### config.mk
export PLATFORM = sky130hd
export DESIGN_NAME = hazard_stall_ctrl
export DESIGN_NICKNAME = d
export VERILOG_FILES = /design/src/rtl/hazard_stall_ctrl.sv
export SDC_FILE = /design/constraint.sdc
export NUM_CORES = 1
export LEC_CHECK = 0
export ABC_AREA = 1
export CAP_MARGIN = 20
export CORE_UTILIZATION = 38
export CTS_CLUSTER_DIAMETER = 40
export DETAILED_ROUTE_END_ITERATION = 12
export PLACE_DENSITY = 0.8
export SLEW_MARGIN = 20
export SYNTH_ARGS = -nofsm -noshare
export SYNTH_HDL_FRONTEND = slang
export SYNTH_SLANG_ARGS = --single-unit
export TNS_END_PERCENT = 20
### constraint.sdc
create_clock -name CLOCK -period 2.17 [get_ports CLOCK]
set_input_delay 0.5425 -clock CLOCK [delete_from_list [all_inputs] [get_ports CLOCK]]
set_output_delay 0.5425 -clock CLOCK [all_outputs]
set_load 0.02 [all_outputs]
### src/rtl/hazard_stall_ctrl.sv
// Hazard, stall/flush and forwarding control for the 5-stage pipeline.
// Also tracks the multi-cycle mult/div unit so HI/LO readers wait.
module hazard_stall_ctrl #(
   parameter int MD_LATENCY = 4,
   parameter int CNT_W      = 3
) (
   input  logic       CLOCK,
   input  logic       RESET,
   input  logic [4:0] RsD,
   input  logic [4:0] RtD,
   input  logic [4:0] RsE,
   input  logic [4:0] RtE,
   input  logic [4:0] WriteRegE,
   input  logic [4:0] WriteRegM,
   input  logic [4:0] WriteRegW,
   input  logic       RegWriteE,
   input  logic       RegWriteM,
   input  logic       RegWriteW,
   input  logic       MemtoRegE,
   input  logic       MemtoRegM,
   input  logic       BranchD,
   input  logic       PCSrcD,
   input  logic       HiLoUseD,
   input  logic       MulDivE,
   output logic       StallF,
   output logic       StallD,
   output logic       FlushD,
   output logic       FlushE,
   output logic       ForwardAD,
   output logic       ForwardBD,
   output logic [1:0] ForwardAE,
   output logic [1:0] ForwardBE,
   output logic       MdBusy
);

   typedef enum logic {
      IDLE,
      MD_BUSY
   } state_t;

   localparam logic [CNT_W-1:0] CNT_LOAD = CNT_W'(MD_LATENCY - 1);

   state_t           state_q, state_d;
   logic [CNT_W-1:0] cnt_q, cnt_d;
   logic             md_busy_q, md_busy_d;

   logic       lwstall, branchstall, mdstall, stall;
   logic       fad, fbd;
   logic [1:0] fae, fbe;

   // $0 is hard-wired, so a zero destination never matches
   function automatic logic hit(
      input logic       we,
      input logic [4:0] dst,
      input logic [4:0] src
   );
      return we && (dst != 5'd0) && (dst == src);
   endfunction

   always_comb begin
      fae = 2'b00;
      fbe = 2'b00;
      if (hit(RegWriteM, WriteRegM, RsE)) begin
         fae = 2'b10;
      end else if (hit(RegWriteW, WriteRegW, RsE)) begin
         fae = 2'b01;
      end
      if (hit(RegWriteM, WriteRegM, RtE)) begin
         fbe = 2'b10;
      end else if (hit(RegWriteW, WriteRegW, RtE)) begin
         fbe = 2'b01;
      end
   end

   always_comb begin
      fad = hit(RegWriteM, WriteRegM, RsD);
      fbd = hit(RegWriteM, WriteRegM, RtD);
      lwstall = MemtoRegE &&
                (hit(RegWriteE, WriteRegE, RsD) ||
                 hit(RegWriteE, WriteRegE, RtD));
      branchstall = BranchD &&
                    (hit(RegWriteE, WriteRegE, RsD) ||
                     hit(RegWriteE, WriteRegE, RtD) ||
                     hit(MemtoRegM, WriteRegM, RsD) ||
                     hit(MemtoRegM, WriteRegM, RtD));
      mdstall = HiLoUseD && md_busy_q;
      stall = lwstall || branchstall || mdstall;
   end

   always_comb begin
      state_d = state_q;
      cnt_d   = cnt_q;
      unique case (state_q)
         IDLE: begin
            if (MulDivE) begin
               state_d = MD_BUSY;
               cnt_d   = CNT_LOAD;
            end
         end
         MD_BUSY: begin
            if (cnt_q == '0) begin
               state_d = IDLE;
            end else begin
               cnt_d = cnt_q - CNT_W'(1);
            end
         end
         default: begin
            state_d = IDLE;
            cnt_d   = '0;
         end
      endcase
      md_busy_d = (state_d == MD_BUSY);
   end

   always_ff @(posedge CLOCK) begin
      if (RESET) begin
         state_q   <= IDLE;
         cnt_q     <= '0;
         md_busy_q <= 1'b0;
      end else begin
         state_q   <= state_d;
         cnt_q     <= cnt_d;
         md_busy_q <= md_busy_d;
      end
   end

   // A stall wins over a taken branch: PCSrcD is not yet valid then
   always_comb begin
      StallF    = ~RESET & stall;
      StallD    = ~RESET & stall;
      FlushE    = ~RESET & stall;
      FlushD    = ~RESET & PCSrcD & ~stall;
      ForwardAD = ~RESET & fad;
      ForwardBD = ~RESET & fbd;
      ForwardAE = RESET ? 2'b00 : fae;
      ForwardBE = RESET ? 2'b00 : fbe;
      MdBusy    = md_busy_q;
   end

endmodule

==> impl_metrics.json <==
{
  "status": "completed",
  "post_dp_cell_area_um2": 1672,
  "synth_top_family_by_area": "simple AND/OR/NAND/NOR gates",
  "grt_util_met3_pct": 2.011,
  "yosysWarnings": 0,
  "clock_latency_ps": 230,
  "worstPathArrival_ps": 1620,
  "grt_pass1_wl_mm": 4.540,
  "die_x_um": 52.97,
  "synth.distinct_cells": 28,
  "hold_viol_final": 0,
  "criticalPathCategory": "primary input to output port",
  "clk_pin_slew_ps": 30,
  "rr_worst_depth": 7,
  "switchingPower_w": 0.0001847,
  "cts_buffer_depth": 2,
  "die_y_um": 52.97,
  "peakVddDrop_mv": 0.2006,
  "holdCritPathClass": "register to register",
  "cts_hold_buf": 0,
  "netSwitchingFraction_pct": 37.63,
  "p_leak_nw": 0.9302,
  "cts_num_sinks": 4,
  "antennaDiodeCount": 0,
  "rsz0062_at_grt": "yes",
  "synth.area.mux_share_pct": 0,
  "initial_core_util_pct": 40.21,
  "numCtsBuffers": 3,
  "slew_headroom_pct": 85.48,
  "cp-endpoint": "FlushD",
  "ant_nets": 0,
  "drt_iter0_drc": 11,
  "die_area_um2": 2806,
  "tightest_slew_ps": 216.6,
  "slew_violations": 0,
  "worstReg2RegEnd": "cnt_q[2]",
  "overflow": 0,
  "grt_start_max_net_pins": 10,
  "first_pass_iters": 4,
  "netlist_area_um2": 987.2,
  "synthXorXnorAreaFrac_pct": 13.31,
  "power_density_nw_per_um2": 274.9,
  "cts_tree": "done",
  "synthCells": 186,
  "comb_power_share_pct": 65.1,
  "setup_viol": 0,
  "drive_gt1_share_pct": 43.53,
  "crit_path_start_kind": "primary input",
  "routed_wl_mm": 2.848,
  "period_share_pct": 99.63,
  "ios": 57,
  "rows": 18,
  "synth_compound_area_share_pct": 10.27,
  "critical_path.startpoint": "MemtoRegE",
  "reg2reg_from": "cnt_q[0]",
  "area_growth_pct": 80.86,
  "cts-root-buf": "clkbuf_4",
  "ys_ff_latch": 4,
  "grtUsageMet1_pct": 26.66,
  "fin_cells": 285,
  "max_cap_violations": 0,
  "critPathCaptureType": "output port",
  "pwr-share-clk_pct": 17.7,
  "grt_util_all_layers_pct": 21.12,
  "fin_nets": 305,
  "min_period_ps": 2162,
  "port_buffers": 56,
  "p_seq_share_pct": 17.2,
  "power.internal_w": 0.0003062,
  "core_um2": 2455,
  "final_area_um2": 1785,
  "dpl.hpwl_mm": 2.383,
  "setup_tns_ps": 0,
  "syn-num-nets": 234,
  "top_usage_layer": "met2",
  "dpl.cell_count": 281,
  "gp_congestion": 0.8416,
  "htreeDepth": 1,
  "met2_usage_pct": 37.97,
  "post_drt_wl_per_cell_um": 9.993,
  "grt_pass1_vias": 1152,
  "ff2ff_setup_slack_ps": 800,
  "synthAdderAreaFrac_pct": 2.535,
  "fin_skew_ps": 0.7037,
  "vias_per_cell": 4.646,
  "vias": 1324,
  "holdWs_ps": 465.7,
  "drc": 0,
  "required_ps": 1630,
  "path_max_fanout": 2,
  "fmax_ghz": 0.4625,
  "synthSimpleGateAreaFrac_pct": 47.91,
  "synth_area_per_cell_um2": 5.308,
  "antenna_found_initial": 0,
  "yosysSeqAreaShare_pct": 8.112
}
==> critical path: stages <==
cell and delay [ps]:
clkdlybuf4s50_1 390, or2_2 300, nand2_2 100, nand2_1 70, nor2_2 100, buf_6 130
==> registers in the layout, indices dropped and copies added (netlist names) <==
| name | count |
|---|---|
| cnt_q | 3 |
| state_q | 1 |
==> cell type report <==
| type | count | area, um2 |
|---|---|---|
| Sequential cell | 4 | 80.08 |
| Inverter | 34 | 140.1 |
| Timing Repair Buffer | 72 | 661.9 |
| Multi-Input combinational cell | 142 | 843.3 |
| Tap cell | 30 | 37.54 |
| Fill cell | 200 | 669.4 |
| Clock buffer | 3 | 22.52 |
==> synth_stat cells, drive strengths merged <==
library cell,n,area [um2]
nand2,70,275.3
inv,34,130.1
nor2,15,61.31
a21oi,10,53.80
xnor2,9,78.83
nand3,7,45.04
nor3,6,35.03
xor2,6,52.55
buf,5,42.53
nand4,5,31.28
dfxtp,4,80.08
o21ai,4,20.02
or2,4,25.03
o22ai,3,18.77
ha,2,25.02
clkbuf,1,3.750
o221ai,1,8.760
==> power by group through the flow <==
stage                     clock network, W  logic [W]  registers [W]
after CTS                        0.0000904   0.000279      0.0000844
after floorplan                          0   0.000144      0.0000869
after global placement                   0   0.000293      0.0000854
after global routing              0.000102   0.000352      0.0000857
final                            0.0000869   0.000319      0.0000845
after detailed placement                 0   0.000296      0.0000857
==> per-layer routing <==
| metal | wire, um | vias up |
|---|---|---|
| met5 | 0 | - |
| met4 | 45 | 0 |
| met3 | 139 | 5 |
| met2 | 1373 | 43 |
| met1 | 1289 | 563 |
| li1 | - | 713 |
==> how the worst min path moves through the flow <==
| stage | from | end | slack [ps] | cells after the start |
|---|---|---|---|---|
| 4_1_cts | cnt_q[0] | cnt_q[0] | 460 | 2 |
| 2_1_floorplan | cnt_q[2] | cnt_q[2] | 440 | 2 |
| 6_report | cnt_q[2] | cnt_q[2] | 470 | 2 |
| 3_5_place_dp | cnt_q[0] | cnt_q[0] | 460 | 2 |
| 3_3_place_gp | cnt_q[0] | cnt_q[0] | 450 | 2 |
| 5_1_grt | cnt_q[2] | cnt_q[2] | 480 | 2 |
==> cell usage in the layout (no fill, tap or decap) <==
| master | count |
|---|---|
| nand2_1 | 47 |
| buf_4 | 23 |
| nand2_2 | 22 |
| inv_1 | 16 |
| buf_6 | 15 |
| inv_2 | 14 |
| dlygate4sd2_1 | 12 |
| a21oi_1 | 9 |
| xnor2_1 | 8 |
| nor2_1 | 8 |
| clkdlybuf4s50_1 | 8 |
| xor2_1 | 6 |
| nor2_2 | 6 |
| nand3_2 | 5 |
| nand4_1 | 5 |
| nor3_2 | 4 |
| dfxtp_1 | 4 |
| buf_2 | 4 |
| clkdlybuf4s15_1 | 4 |
| inv_4 | 3 |
| o22ai_1 | 3 |
| o21ai_0 | 3 |
| clkbuf_4 | 3 |
| buf_8 | 3 |
| nor3_1 | 2 |
| nand3_1 | 2 |
| or2_0 | 2 |
| ha_1 | 2 |
| clkbuf_2 | 2 |
| inv_6 | 1 |
| or2_1 | 1 |
| xnor2_2 | 1 |
| o221ai_1 | 1 |
| o21ai_1 | 1 |
| nand2_4 | 1 |
| nor2_4 | 1 |
| or2_2 | 1 |
| a21oi_4 | 1 |
| buf_12 | 1 |
==> cells by family (layout without fill, tap and decap cells) <==
kind of cell,after synthesis,after routing
buf+inv,40,109
simple gates,107,107
fa+ha+maj,2,2
xor+xnor,15,15
compound gates,18,18
flops,4,4
==> repair_timing <==
item | in CTS | in global routing
setup buffers | 1 | 0
resized for setup | 170 | 71
pin swaps | 23 | 40
endpoints found under the setup margin | 10 | 9
==> per-stage QoR <==
stage,util [%],power [W],setup WS (ps)
3_5_place_dp,68.09,0.0003820,-958.6
5_1_grt,72.73,0.0005393,-23.36
2_1_floorplan,-,0.0002306,67.71
6_report,72.73,0.0004909,7.944
4_1_cts,65.29,0.0004535,-4.847
3_3_place_gp,68.09,0.0003784,-948.6
Power figures use the tool's default switching activity.
